===== config.mk =====
export PLATFORM = sky130hd
export DESIGN_NAME = id_ex_stage_flat
export DESIGN_NICKNAME = d
export VERILOG_FILES = /design/src/rtl/id_ex_stage_if.sv /design/src/rtl/id_ex_stage.sv /design/src/flat_wrapper.sv
export SDC_FILE = /design/constraint.sdc
export NUM_CORES = 1
export LEC_CHECK = 0
export BUFFER_PORTS_ARGS = -buffer_cell sky130_fd_sc_hd__buf_4
export CAP_MARGIN = 20
export CORE_MARGIN = 5
export CORE_UTILIZATION = 35
export DETAILED_ROUTE_END_ITERATION = 8
export PLACE_DENSITY_LB_ADDON = 0.05
export SYNTH_ARGS = -nofsm -noshare
export SYNTH_HDL_FRONTEND = slang
export SYNTH_SLANG_ARGS = --single-unit

===== constraint.sdc =====
create_clock -name clk -period 10.5 [get_ports clk]
set_input_delay 0 -clock clk [delete_from_list [all_inputs] [get_ports clk]]
set_output_delay 0 -clock clk [all_outputs]
set_load 0.01 [all_outputs]

===== src/rtl/id_ex_stage_if.sv =====
// ID/EX boundary bundle: decode-side inputs, EX-side registered outputs,
// hazard stall and performance counters. master = upstream/driver, slave = stage.
interface id_ex_stage_if #(
  parameter int XLEN  = 32,
  parameter int RA_W  = 5,
  parameter int CNT_W = 16
);
  logic            id_valid;
  logic            id_reg_write, id_mem_to_reg, id_mem_read, id_mem_write, id_alu_src, id_branch;
  logic [1:0]      id_alu_op;
  logic [RA_W-1:0] id_rs1, id_rs2, id_rd;
  logic [2:0]      id_funct3;
  logic            id_funct7b5;
  logic [XLEN-1:0] id_rs1_data, id_rs2_data, id_imm, id_pc;
  logic            ex_flush;

  logic            ex_valid;
  logic            ex_reg_write, ex_mem_to_reg, ex_mem_read, ex_mem_write, ex_alu_src, ex_branch;
  logic [1:0]      ex_alu_op;
  logic [RA_W-1:0] ex_rs1, ex_rs2, ex_rd;
  logic [2:0]      ex_funct3;
  logic            ex_funct7b5;
  logic [XLEN-1:0] ex_rs1_data, ex_rs2_data, ex_imm, ex_pc;
  logic            stall;
  logic [CNT_W-1:0] stall_cnt, flush_cnt;

  modport master (
    output id_valid, id_reg_write, id_mem_to_reg, id_mem_read, id_mem_write, id_alu_src,
           id_branch, id_alu_op, id_rs1, id_rs2, id_rd, id_funct3, id_funct7b5,
           id_rs1_data, id_rs2_data, id_imm, id_pc, ex_flush,
    input  ex_valid, ex_reg_write, ex_mem_to_reg, ex_mem_read, ex_mem_write, ex_alu_src,
           ex_branch, ex_alu_op, ex_rs1, ex_rs2, ex_rd, ex_funct3, ex_funct7b5,
           ex_rs1_data, ex_rs2_data, ex_imm, ex_pc, stall, stall_cnt, flush_cnt
  );

  modport slave (
    input  id_valid, id_reg_write, id_mem_to_reg, id_mem_read, id_mem_write, id_alu_src,
           id_branch, id_alu_op, id_rs1, id_rs2, id_rd, id_funct3, id_funct7b5,
           id_rs1_data, id_rs2_data, id_imm, id_pc, ex_flush,
    output ex_valid, ex_reg_write, ex_mem_to_reg, ex_mem_read, ex_mem_write, ex_alu_src,
           ex_branch, ex_alu_op, ex_rs1, ex_rs2, ex_rd, ex_funct3, ex_funct7b5,
           ex_rs1_data, ex_rs2_data, ex_imm, ex_pc, stall, stall_cnt, flush_cnt
  );
endinterface


===== src/rtl/id_ex_stage.sv =====
// ID/EX pipeline register with load-use hazard detection, branch flush
// and saturating stall/flush event counters.
module id_ex_stage #(
  parameter int XLEN  = 32,
  parameter int RA_W  = 5,
  parameter int CNT_W = 16
) (
  input  logic         clk,
  input  logic         rst,
  id_ex_stage_if.slave bus
);
  typedef struct packed {
    logic       reg_write;
    logic       mem_to_reg;
    logic       mem_read;
    logic       mem_write;
    logic       alu_src;
    logic       branch;
    logic [1:0] alu_op;
  } ctrl_t;

  typedef struct packed {
    logic [RA_W-1:0] rs1;
    logic [RA_W-1:0] rs2;
    logic [RA_W-1:0] rd;
    logic [2:0]      funct3;
    logic            funct7b5;
    logic [XLEN-1:0] rs1_data;
    logic [XLEN-1:0] rs2_data;
    logic [XLEN-1:0] imm;
    logic [XLEN-1:0] pc;
  } data_t;

  ctrl_t id_ctrl, ctrl_q;
  data_t id_data, data_q;
  logic  vld_q;
  logic  hz, capture;
  logic [CNT_W-1:0] stall_cnt_q, flush_cnt_q;

  function automatic logic [CNT_W-1:0] sat_inc(input logic [CNT_W-1:0] c);
    return (&c) ? c : c + 1'b1;
  endfunction

  assign id_ctrl = {bus.id_reg_write, bus.id_mem_to_reg, bus.id_mem_read, bus.id_mem_write,
                    bus.id_alu_src, bus.id_branch, bus.id_alu_op};
  assign id_data = {bus.id_rs1, bus.id_rs2, bus.id_rd, bus.id_funct3, bus.id_funct7b5,
                    bus.id_rs1_data, bus.id_rs2_data, bus.id_imm, bus.id_pc};

  // rs2 is compared even for I-type; a spurious stall is cheaper than decoding format here
  assign hz = bus.id_valid & vld_q & ctrl_q.mem_read & (data_q.rd != '0) &
              ((data_q.rd == bus.id_rs1) | (data_q.rd == bus.id_rs2));

  // a flushed decode slot is being killed upstream, so holding it is pointless
  assign bus.stall = hz & ~bus.ex_flush & ~rst;
  assign capture   = ~bus.ex_flush & ~hz;

  always_ff @(posedge clk or posedge rst) begin
    if (rst) begin
      vld_q  <= 1'b0;
      ctrl_q <= '0;
      data_q <= '0;
    end else begin
      vld_q  <= capture & bus.id_valid;
      ctrl_q <= (capture & bus.id_valid) ? id_ctrl : '0;
      data_q <= capture ? id_data : '0;
    end
  end

  always_ff @(posedge clk or posedge rst) begin
    if (rst) begin
      stall_cnt_q <= '0;
      flush_cnt_q <= '0;
    end else if (bus.ex_flush) begin
      flush_cnt_q <= sat_inc(flush_cnt_q);
    end else if (hz) begin
      stall_cnt_q <= sat_inc(stall_cnt_q);
    end
  end

  assign bus.ex_valid      = vld_q;
  assign bus.ex_reg_write  = ctrl_q.reg_write;
  assign bus.ex_mem_to_reg = ctrl_q.mem_to_reg;
  assign bus.ex_mem_read   = ctrl_q.mem_read;
  assign bus.ex_mem_write  = ctrl_q.mem_write;
  assign bus.ex_alu_src    = ctrl_q.alu_src;
  assign bus.ex_branch     = ctrl_q.branch;
  assign bus.ex_alu_op     = ctrl_q.alu_op;
  assign bus.ex_rs1        = data_q.rs1;
  assign bus.ex_rs2        = data_q.rs2;
  assign bus.ex_rd         = data_q.rd;
  assign bus.ex_funct3     = data_q.funct3;
  assign bus.ex_funct7b5   = data_q.funct7b5;
  assign bus.ex_rs1_data   = data_q.rs1_data;
  assign bus.ex_rs2_data   = data_q.rs2_data;
  assign bus.ex_imm        = data_q.imm;
  assign bus.ex_pc         = data_q.pc;
  assign bus.stall_cnt     = stall_cnt_q;
  assign bus.flush_cnt     = flush_cnt_q;
endmodule


===== src/flat_wrapper.sv =====
// flat-port wrapper written by rule: the top's interface ports become plain ports
module id_ex_stage_flat 
#(
  parameter int XLEN  = 32,
  parameter int RA_W  = 5,
  parameter int CNT_W = 16
)
  (clk, rst, bus_id_valid, bus_id_reg_write, bus_id_mem_to_reg, bus_id_mem_read, bus_id_mem_write, bus_id_alu_src, bus_id_branch, bus_id_alu_op, bus_id_rs1, bus_id_rs2, bus_id_rd, bus_id_funct3, bus_id_funct7b5, bus_id_rs1_data, bus_id_rs2_data, bus_id_imm, bus_id_pc, bus_ex_flush, bus_ex_valid, bus_ex_reg_write, bus_ex_mem_to_reg, bus_ex_mem_read, bus_ex_mem_write, bus_ex_alu_src, bus_ex_branch, bus_ex_alu_op, bus_ex_rs1, bus_ex_rs2, bus_ex_rd, bus_ex_funct3, bus_ex_funct7b5, bus_ex_rs1_data, bus_ex_rs2_data, bus_ex_imm, bus_ex_pc, bus_stall, bus_stall_cnt, bus_flush_cnt);
  id_ex_stage_if #(.XLEN(XLEN), .RA_W(RA_W), .CNT_W(CNT_W)) bus_i ();
  input  logic clk;
  input  logic rst;
  input wire logic [$bits(bus_i.id_valid)-1:0] bus_id_valid;
  input wire logic [$bits(bus_i.id_reg_write)-1:0] bus_id_reg_write;
  input wire logic [$bits(bus_i.id_mem_to_reg)-1:0] bus_id_mem_to_reg;
  input wire logic [$bits(bus_i.id_mem_read)-1:0] bus_id_mem_read;
  input wire logic [$bits(bus_i.id_mem_write)-1:0] bus_id_mem_write;
  input wire logic [$bits(bus_i.id_alu_src)-1:0] bus_id_alu_src;
  input wire logic [$bits(bus_i.id_branch)-1:0] bus_id_branch;
  input wire logic [$bits(bus_i.id_alu_op)-1:0] bus_id_alu_op;
  input wire logic [$bits(bus_i.id_rs1)-1:0] bus_id_rs1;
  input wire logic [$bits(bus_i.id_rs2)-1:0] bus_id_rs2;
  input wire logic [$bits(bus_i.id_rd)-1:0] bus_id_rd;
  input wire logic [$bits(bus_i.id_funct3)-1:0] bus_id_funct3;
  input wire logic [$bits(bus_i.id_funct7b5)-1:0] bus_id_funct7b5;
  input wire logic [$bits(bus_i.id_rs1_data)-1:0] bus_id_rs1_data;
  input wire logic [$bits(bus_i.id_rs2_data)-1:0] bus_id_rs2_data;
  input wire logic [$bits(bus_i.id_imm)-1:0] bus_id_imm;
  input wire logic [$bits(bus_i.id_pc)-1:0] bus_id_pc;
  input wire logic [$bits(bus_i.ex_flush)-1:0] bus_ex_flush;
  output wire logic [$bits(bus_i.ex_valid)-1:0] bus_ex_valid;
  output wire logic [$bits(bus_i.ex_reg_write)-1:0] bus_ex_reg_write;
  output wire logic [$bits(bus_i.ex_mem_to_reg)-1:0] bus_ex_mem_to_reg;
  output wire logic [$bits(bus_i.ex_mem_read)-1:0] bus_ex_mem_read;
  output wire logic [$bits(bus_i.ex_mem_write)-1:0] bus_ex_mem_write;
  output wire logic [$bits(bus_i.ex_alu_src)-1:0] bus_ex_alu_src;
  output wire logic [$bits(bus_i.ex_branch)-1:0] bus_ex_branch;
  output wire logic [$bits(bus_i.ex_alu_op)-1:0] bus_ex_alu_op;
  output wire logic [$bits(bus_i.ex_rs1)-1:0] bus_ex_rs1;
  output wire logic [$bits(bus_i.ex_rs2)-1:0] bus_ex_rs2;
  output wire logic [$bits(bus_i.ex_rd)-1:0] bus_ex_rd;
  output wire logic [$bits(bus_i.ex_funct3)-1:0] bus_ex_funct3;
  output wire logic [$bits(bus_i.ex_funct7b5)-1:0] bus_ex_funct7b5;
  output wire logic [$bits(bus_i.ex_rs1_data)-1:0] bus_ex_rs1_data;
  output wire logic [$bits(bus_i.ex_rs2_data)-1:0] bus_ex_rs2_data;
  output wire logic [$bits(bus_i.ex_imm)-1:0] bus_ex_imm;
  output wire logic [$bits(bus_i.ex_pc)-1:0] bus_ex_pc;
  output wire logic [$bits(bus_i.stall)-1:0] bus_stall;
  output wire logic [$bits(bus_i.stall_cnt)-1:0] bus_stall_cnt;
  output wire logic [$bits(bus_i.flush_cnt)-1:0] bus_flush_cnt;
  assign bus_i.id_valid = bus_id_valid;
  assign bus_i.id_reg_write = bus_id_reg_write;
  assign bus_i.id_mem_to_reg = bus_id_mem_to_reg;
  assign bus_i.id_mem_read = bus_id_mem_read;
  assign bus_i.id_mem_write = bus_id_mem_write;
  assign bus_i.id_alu_src = bus_id_alu_src;
  assign bus_i.id_branch = bus_id_branch;
  assign bus_i.id_alu_op = bus_id_alu_op;
  assign bus_i.id_rs1 = bus_id_rs1;
  assign bus_i.id_rs2 = bus_id_rs2;
  assign bus_i.id_rd = bus_id_rd;
  assign bus_i.id_funct3 = bus_id_funct3;
  assign bus_i.id_funct7b5 = bus_id_funct7b5;
  assign bus_i.id_rs1_data = bus_id_rs1_data;
  assign bus_i.id_rs2_data = bus_id_rs2_data;
  assign bus_i.id_imm = bus_id_imm;
  assign bus_i.id_pc = bus_id_pc;
  assign bus_i.ex_flush = bus_ex_flush;
  assign bus_ex_valid = bus_i.ex_valid;
  assign bus_ex_reg_write = bus_i.ex_reg_write;
  assign bus_ex_mem_to_reg = bus_i.ex_mem_to_reg;
  assign bus_ex_mem_read = bus_i.ex_mem_read;
  assign bus_ex_mem_write = bus_i.ex_mem_write;
  assign bus_ex_alu_src = bus_i.ex_alu_src;
  assign bus_ex_branch = bus_i.ex_branch;
  assign bus_ex_alu_op = bus_i.ex_alu_op;
  assign bus_ex_rs1 = bus_i.ex_rs1;
  assign bus_ex_rs2 = bus_i.ex_rs2;
  assign bus_ex_rd = bus_i.ex_rd;
  assign bus_ex_funct3 = bus_i.ex_funct3;
  assign bus_ex_funct7b5 = bus_i.ex_funct7b5;
  assign bus_ex_rs1_data = bus_i.ex_rs1_data;
  assign bus_ex_rs2_data = bus_i.ex_rs2_data;
  assign bus_ex_imm = bus_i.ex_imm;
  assign bus_ex_pc = bus_i.ex_pc;
  assign bus_stall = bus_i.stall;
  assign bus_stall_cnt = bus_i.stall_cnt;
  assign bus_flush_cnt = bus_i.flush_cnt;
  id_ex_stage #(.XLEN(XLEN), .RA_W(RA_W), .CNT_W(CNT_W)) u_core (.clk(clk), .rst(rst), .bus(bus_i));
endmodule

* Word level (Yosys, flattened, before mapping)
Cells that the tools add are included.
** Cells by class
- Reductions and logical operators :: 5
- Eq/ne operators :: 2
- Muxes and demuxes :: 2
- Add/subtract/negate cells :: 2
- Bitwise gates (word level) :: 14
** Operators by type and width (number)
- 147-bit 2-to-1 mux :: 1
- 16-bit by 1-bit adder with 16-bit output, second input constant :: 2
- 16-bit AND reduction :: 2
- 5-bit == test :: 2
- 1-bit bitwise AND :: 8
- 8-bit 2-to-1 mux :: 1
- 1-bit inverter :: 5
- 5-bit nonzero test :: 1
- 3-bit AND reduction :: 1
- 2-bit AND reduction :: 1
- 1-bit OR :: 1
** Word-level totals
- Output and inout port bits :: 189
- Logic and storage cells :: 44
- Register bits after elaboration :: 188

* Longest topological paths before layout
- Word-level depth :: 8
- Mapped depth :: 8
- Depth with buffers taken out :: 7

* Worst setup path after synthesis
Ideal clock, no wire load.
- Path kind :: reg-to-reg
- Start :: reg u_core.stall_cnt_q[0] (netlist: u_core.bus.stall_cnt[0])
- End :: reg u_core.stall_cnt_q[15] (netlist: u_core.bus.stall_cnt[15])
- Cell stages (with the launch flop) :: 9
- Setup slack :: 8.434 ns
- Arrival :: 1.987 ns
- Cells stage by stage :: dfrtp_1 > ha_1 > nand4_1 > nor2_1 > a41oi_2 > or3b_4 > buf_6 > nor4_4 > xor2_1
** On the way
- Word-level cells in the longest chain between the ends :: 3
- Elaborated cells on any way between the ends :: 4
- Those cells by class :: add/sub (1); bitwise (1); reduce/logical (2)
** RTL lines
- start, declared :: line id_ex_stage.sv:38 : logic [CNT_W-1:0] stall_cnt_q, flush_cnt_q;
- start signal, assigned :: line id_ex_stage.sv:76 : stall_cnt_q <= sat_inc(stall_cnt_q);
- branches (longest 3 deep; another with 16-bit by 1-bit adder with 16-bit output)
Several ways; the timed one is not identified.
A chain may end at the register's enable or synchronous reset.

* Worst setup path after layout
- Start :: reg u_core.data_q (netlist bit u_core.bus.ex_rd[0])
- End :: reg u_core.vld_q (netlist: u_core.bus.ex_valid)
** On the way
- Word-level cells in the longest chain between the ends :: 6
- Elaborated cells on any way between the ends :: 9
- Those cells by class :: eq/ne (2); bitwise (6); reduce/logical (1)
** RTL lines
- start, declared :: line id_ex_stage.sv:35 : data_t id_data, data_q;
- start signal, assigned :: line id_ex_stage.sv:65 : data_q <= capture ? id_data : '0;
- 5-bit == test or 5-bit nonzero test (tied branches) :: line id_ex_stage.sv:51, id_ex_stage.sv:50
- 1-bit OR or 1-bit bitwise AND (tied branches) :: line id_ex_stage.sv:51, id_ex_stage.sv:50
- 1-bit bitwise AND * :: line id_ex_stage.sv:50 : assign hz = bus.id_valid & vld_q & ctrl_q.mem_read & (data_q.rd != '0) &
- 1-bit inverter * :: line id_ex_stage.sv:55 : assign capture = ~bus.ex_flush & ~hz;
- 1-bit bitwise AND * :: line id_ex_stage.sv:55
- 1-bit bitwise AND * :: line id_ex_stage.sv:63 : vld_q <= capture & bus.id_valid;
- end signal, assigned :: line id_ex_stage.sv:63
- end, declared :: line id_ex_stage.sv:36 : logic vld_q;
Mark *: on every way between the ends. The rest lies on a longest branch, timed or not.

==> results.py <==
metrics = {
    "timing": {
        "hold_viol": 0,
        "setup_tns_ns": 0,
        "period_share": 0.250,
        "clock_skew_ns": 0.0139,
        "min_period_ns": 2.63,
        "finalMaxSlewViolations": 0,
        "setup_violations": 0,
        "worst_pin_slew_ns": 0.741,
        "rsz0062_at_grt": "false",
        "relSlewSlack": 0.506,
        "max_freq_mhz": 380,
    },
    "clock_tree": {
        "cts_hold_buffers": 158,
        "ctsResizeCount": 0,
        "htreeDepth": 4,
        "cts_buffer_depth": 2,
        "cts_setup_buffers": 0,
        "root_buffer": "clkbuf_16",
        "clock-sinks": 188,
        "worst_skew_pair.late_latency_ns": 0.43,
        "cts_tree": "yes",
        "clk_pin_slew_ns": 0.07,
        "numCtsBuffers": 17,
    },
    "routing": {
        "initialDrtViolationCount": 206,
        "wl_per_cell_um": 17.0,
        "postRouteAntennaNets": 0,
        "via_per_inst": 4.37,
        "dr_total_vias": 5426,
        "firstDrtPassIters": 4,
        "drc": 0,
        "totalWireLength_um": 21000,
    },
    "global_route": {
        "grt_max_degree": 148,
        "grt_pass1_vias": 6148,
        "grt_antenna_before_repair": 0,
        "grt_pass1_wl_um": 33400,
        "track_usage": 0.198,
        "overflow": 0,
    },
    "synth": {
        "yosysWarnings": 0,
        "synth_top_family_by_area": "simple AND/OR/NAND/NOR gates",
        "async_flop_share": 1.00,
        "ys_seq_area_frac": 0.711,
        "mappedNetlistNets": 644,
        "ys.flop_type": "dfrtp_1",
        "ys_types": 36,
        "syn-instance-count": 483,
        "synth_compound_area_frac": 0.00870,
        "synth_edf_count": 0,
        "synth-seq-cells": 188,
        "synth_area_um2": 6620,
        "synth_fa_ha_area_frac": 0.00378,
        "muxShareOfSynthArea": 0.00340,
        "syn_avg_cell_area_um2": 13.7,
        "synthXorXnorAreaFrac": 0.0490,
        "yosys.area_share.simple": 0.207,
    },
    "setup_path": {
        "crit_path_end_kind": "flop",
        "worstPathCellList": "or4_1, o2111ai_1, nor2_1, nor3b_2, dlygate4sd3_1",
        "rr_startpoint": "u_core.bus.ex_rd[0]$_DFF_PP0_",
        "startpoint": "u_core.bus.ex_rd[0]$_DFF_PP0_",
        "crit_buf_inv": 1,
        "cp_max_fo": 9,
        "critPathTopFamily": "simple AND/OR/NAND/NOR gates",
        "critPathRequiredTime_ns": 10.85,
        "cp_slowest_cell": "dlygate4sd3_1",
        "path_class": "reg -> reg",
        "startpoint_type": "flop",
        "cp.arrival_ns": 2.98,
        "cpPeakStageDelay_ns": 0.63,
    },
    "worst_hold_path": {
        "hold_path.class": "in -> reg",
        "holdCritStartpoint": "bus_id_valid",
    },
    "die": {
        "die_x_um": 147,
        "std_cell_rows": 50,
        "die_h_um": 147,
        "core_area_um2": 18600,
        "io_pins": 348,
        "die_area_um2": 21800,
        "start_util": 0.355,
    },
    "finish": {
        "syn2layout_area_growth_pct": 76.6,
        "ff_latch_area_um2": 4700,
        "layout_common_cells": "buf_4, dfrtp_1, dlygate4sd3_1",
        "multi_input_area_um2": 1800,
        "fillCellCount": 1465,
        "final_common_cell": "buf_4",
        "drive_above_1_share": 0.390,
        "num_antenna_cells": 0,
        "instances_no_fill": 1241,
        "nets": 1155,
        "design_area_um2": 11700,
    },
    "place": {
        "placed_area_um2": 9450,
        "place_hpwl_um": 14800,
        "dp.cells": 1049,
        "gp_congestion": 0.773,
        "port_buffers": 347,
    },
    "status": {
        "outcome": "finished, final reports clean",
    },
    "power_and_ir_drop": {
        "p_leak_nw": 5.95,
        "powerDensity_nw_per_um2": 147,
        "ir_drop_mv": 0.109,
    },
    "run": {
        "cap_violations": 0,
    },
}
-- synth_stat cells (all sizes together), types with 2 or more instances --
library cell | count | area [um^2]
and2 | 155 | 970
nor3 | 7 | 45.0
xnor2 | 15 | 131
xor2 | 22 | 193
buf | 3 | 21.3
ha | 2 | 25.0
clkbuf | 14 | 68.8
nand3 | 15 | 75.1
and3 | 6 | 47.5
inv | 6 | 22.5
nand4 | 7 | 50.1
nand2 | 12 | 45.0
dfrtp | 188 | 4700
nor2 | 13 | 51.3
mux2 | 2 | 22.5
nor4 | 4 | 40.0
-- power breakdown --
part / internal, W / switching (W) / total, W
clock network: 0.000384 / 0.000279 / 0.000663
logic: 0.000157 / 0.000106 / 0.000263
registers: 0.000766 / 0.0000297 / 0.000796
total: 0.00131 / 0.000415 / 0.00172
-- final cells by class --
cell class / instances / area share
tap: 234 / 0.0251
timing repair buffer: 509 / 0.364
clock inverter: 12 / 0.0136
multi-input combinational: 272 / 0.154
inverter: 6 / 0.00257
sequential: 188 / 0.403
clock buffer: 20 / 0.0382
-- per-stage QoR --
step / total power, W / util / hold WS, ns / worst slack [ns]
3_5_place_dp: 0.00102 / 0.507 / 0.211 / 7.71
5_1_grt: 0.00180 / 0.627 / 0.106 / 7.61
4_1_cts: 0.00174 / 0.624 / 0.0810 / 7.70
2_1_floorplan: 0.000884 / - / 0.0529 / 5.39
3_3_place_gp: 0.00102 / 0.507 / 0.198 / 7.79
6_report: 0.00172 / 0.627 / 0.104 / 7.87
-- routing by layer --
metal  global-route usage  wire length (um)  vias to the layer above
li1                     -                 -                     2549
met1                0.216              7590                     2617
met2                0.344             10900                      226
met3               0.0803              1980                       34
met4               0.0774               521                        0
met5                    0                 0                        -
-- cells by family (layout without fill, tap and decap cells) --
logic type | Yosys count | in the layout
AND/OR/NAND/NOR | 224 | 224
XOR/XNOR | 37 | 37
buffers and inverters | 23 | 547
flip-flops | 188 | 188
AO/OA/AOI/OAI | 7 | 7
adder cells (fa/ha/maj) | 2 | 2
multiplexers | 2 | 2
-- worst reg2reg max path: cells and delay by family, from the launching register on --
kind	cells	cell delay, ns
flip-flops	1	0.42
buffers and inverters	1	0.63
AND/OR/NAND/NOR	3	1.24
AO/OA/AOI/OAI	1	0.28
-- path summary, 6_finish.rpt --
kind	endpoint	slack, ns	depth (start not counted)
setup / recovery	u_core.bus.ex_valid$_DFF_PP0_	7.87	5
hold / removal	u_core.bus.ex_mem_to_reg$_DFF_PP0_	0.10	3
setup reg to reg	u_core.bus.ex_valid$_DFF_PP0_	7.87	5
hold reg to reg	u_core.bus.stall_cnt[13]$_DFFE_PP0P_	0.51	1
max in group asynchronous	u_core.bus.ex_rs2_data[4]$_DFF_PP0_	8.93	5
min in group asynchronous	u_core.bus.stall_cnt[10]$_DFFE_PP0P_	0.29	3
No activity file was read; power rests on OpenSTA's default activity.
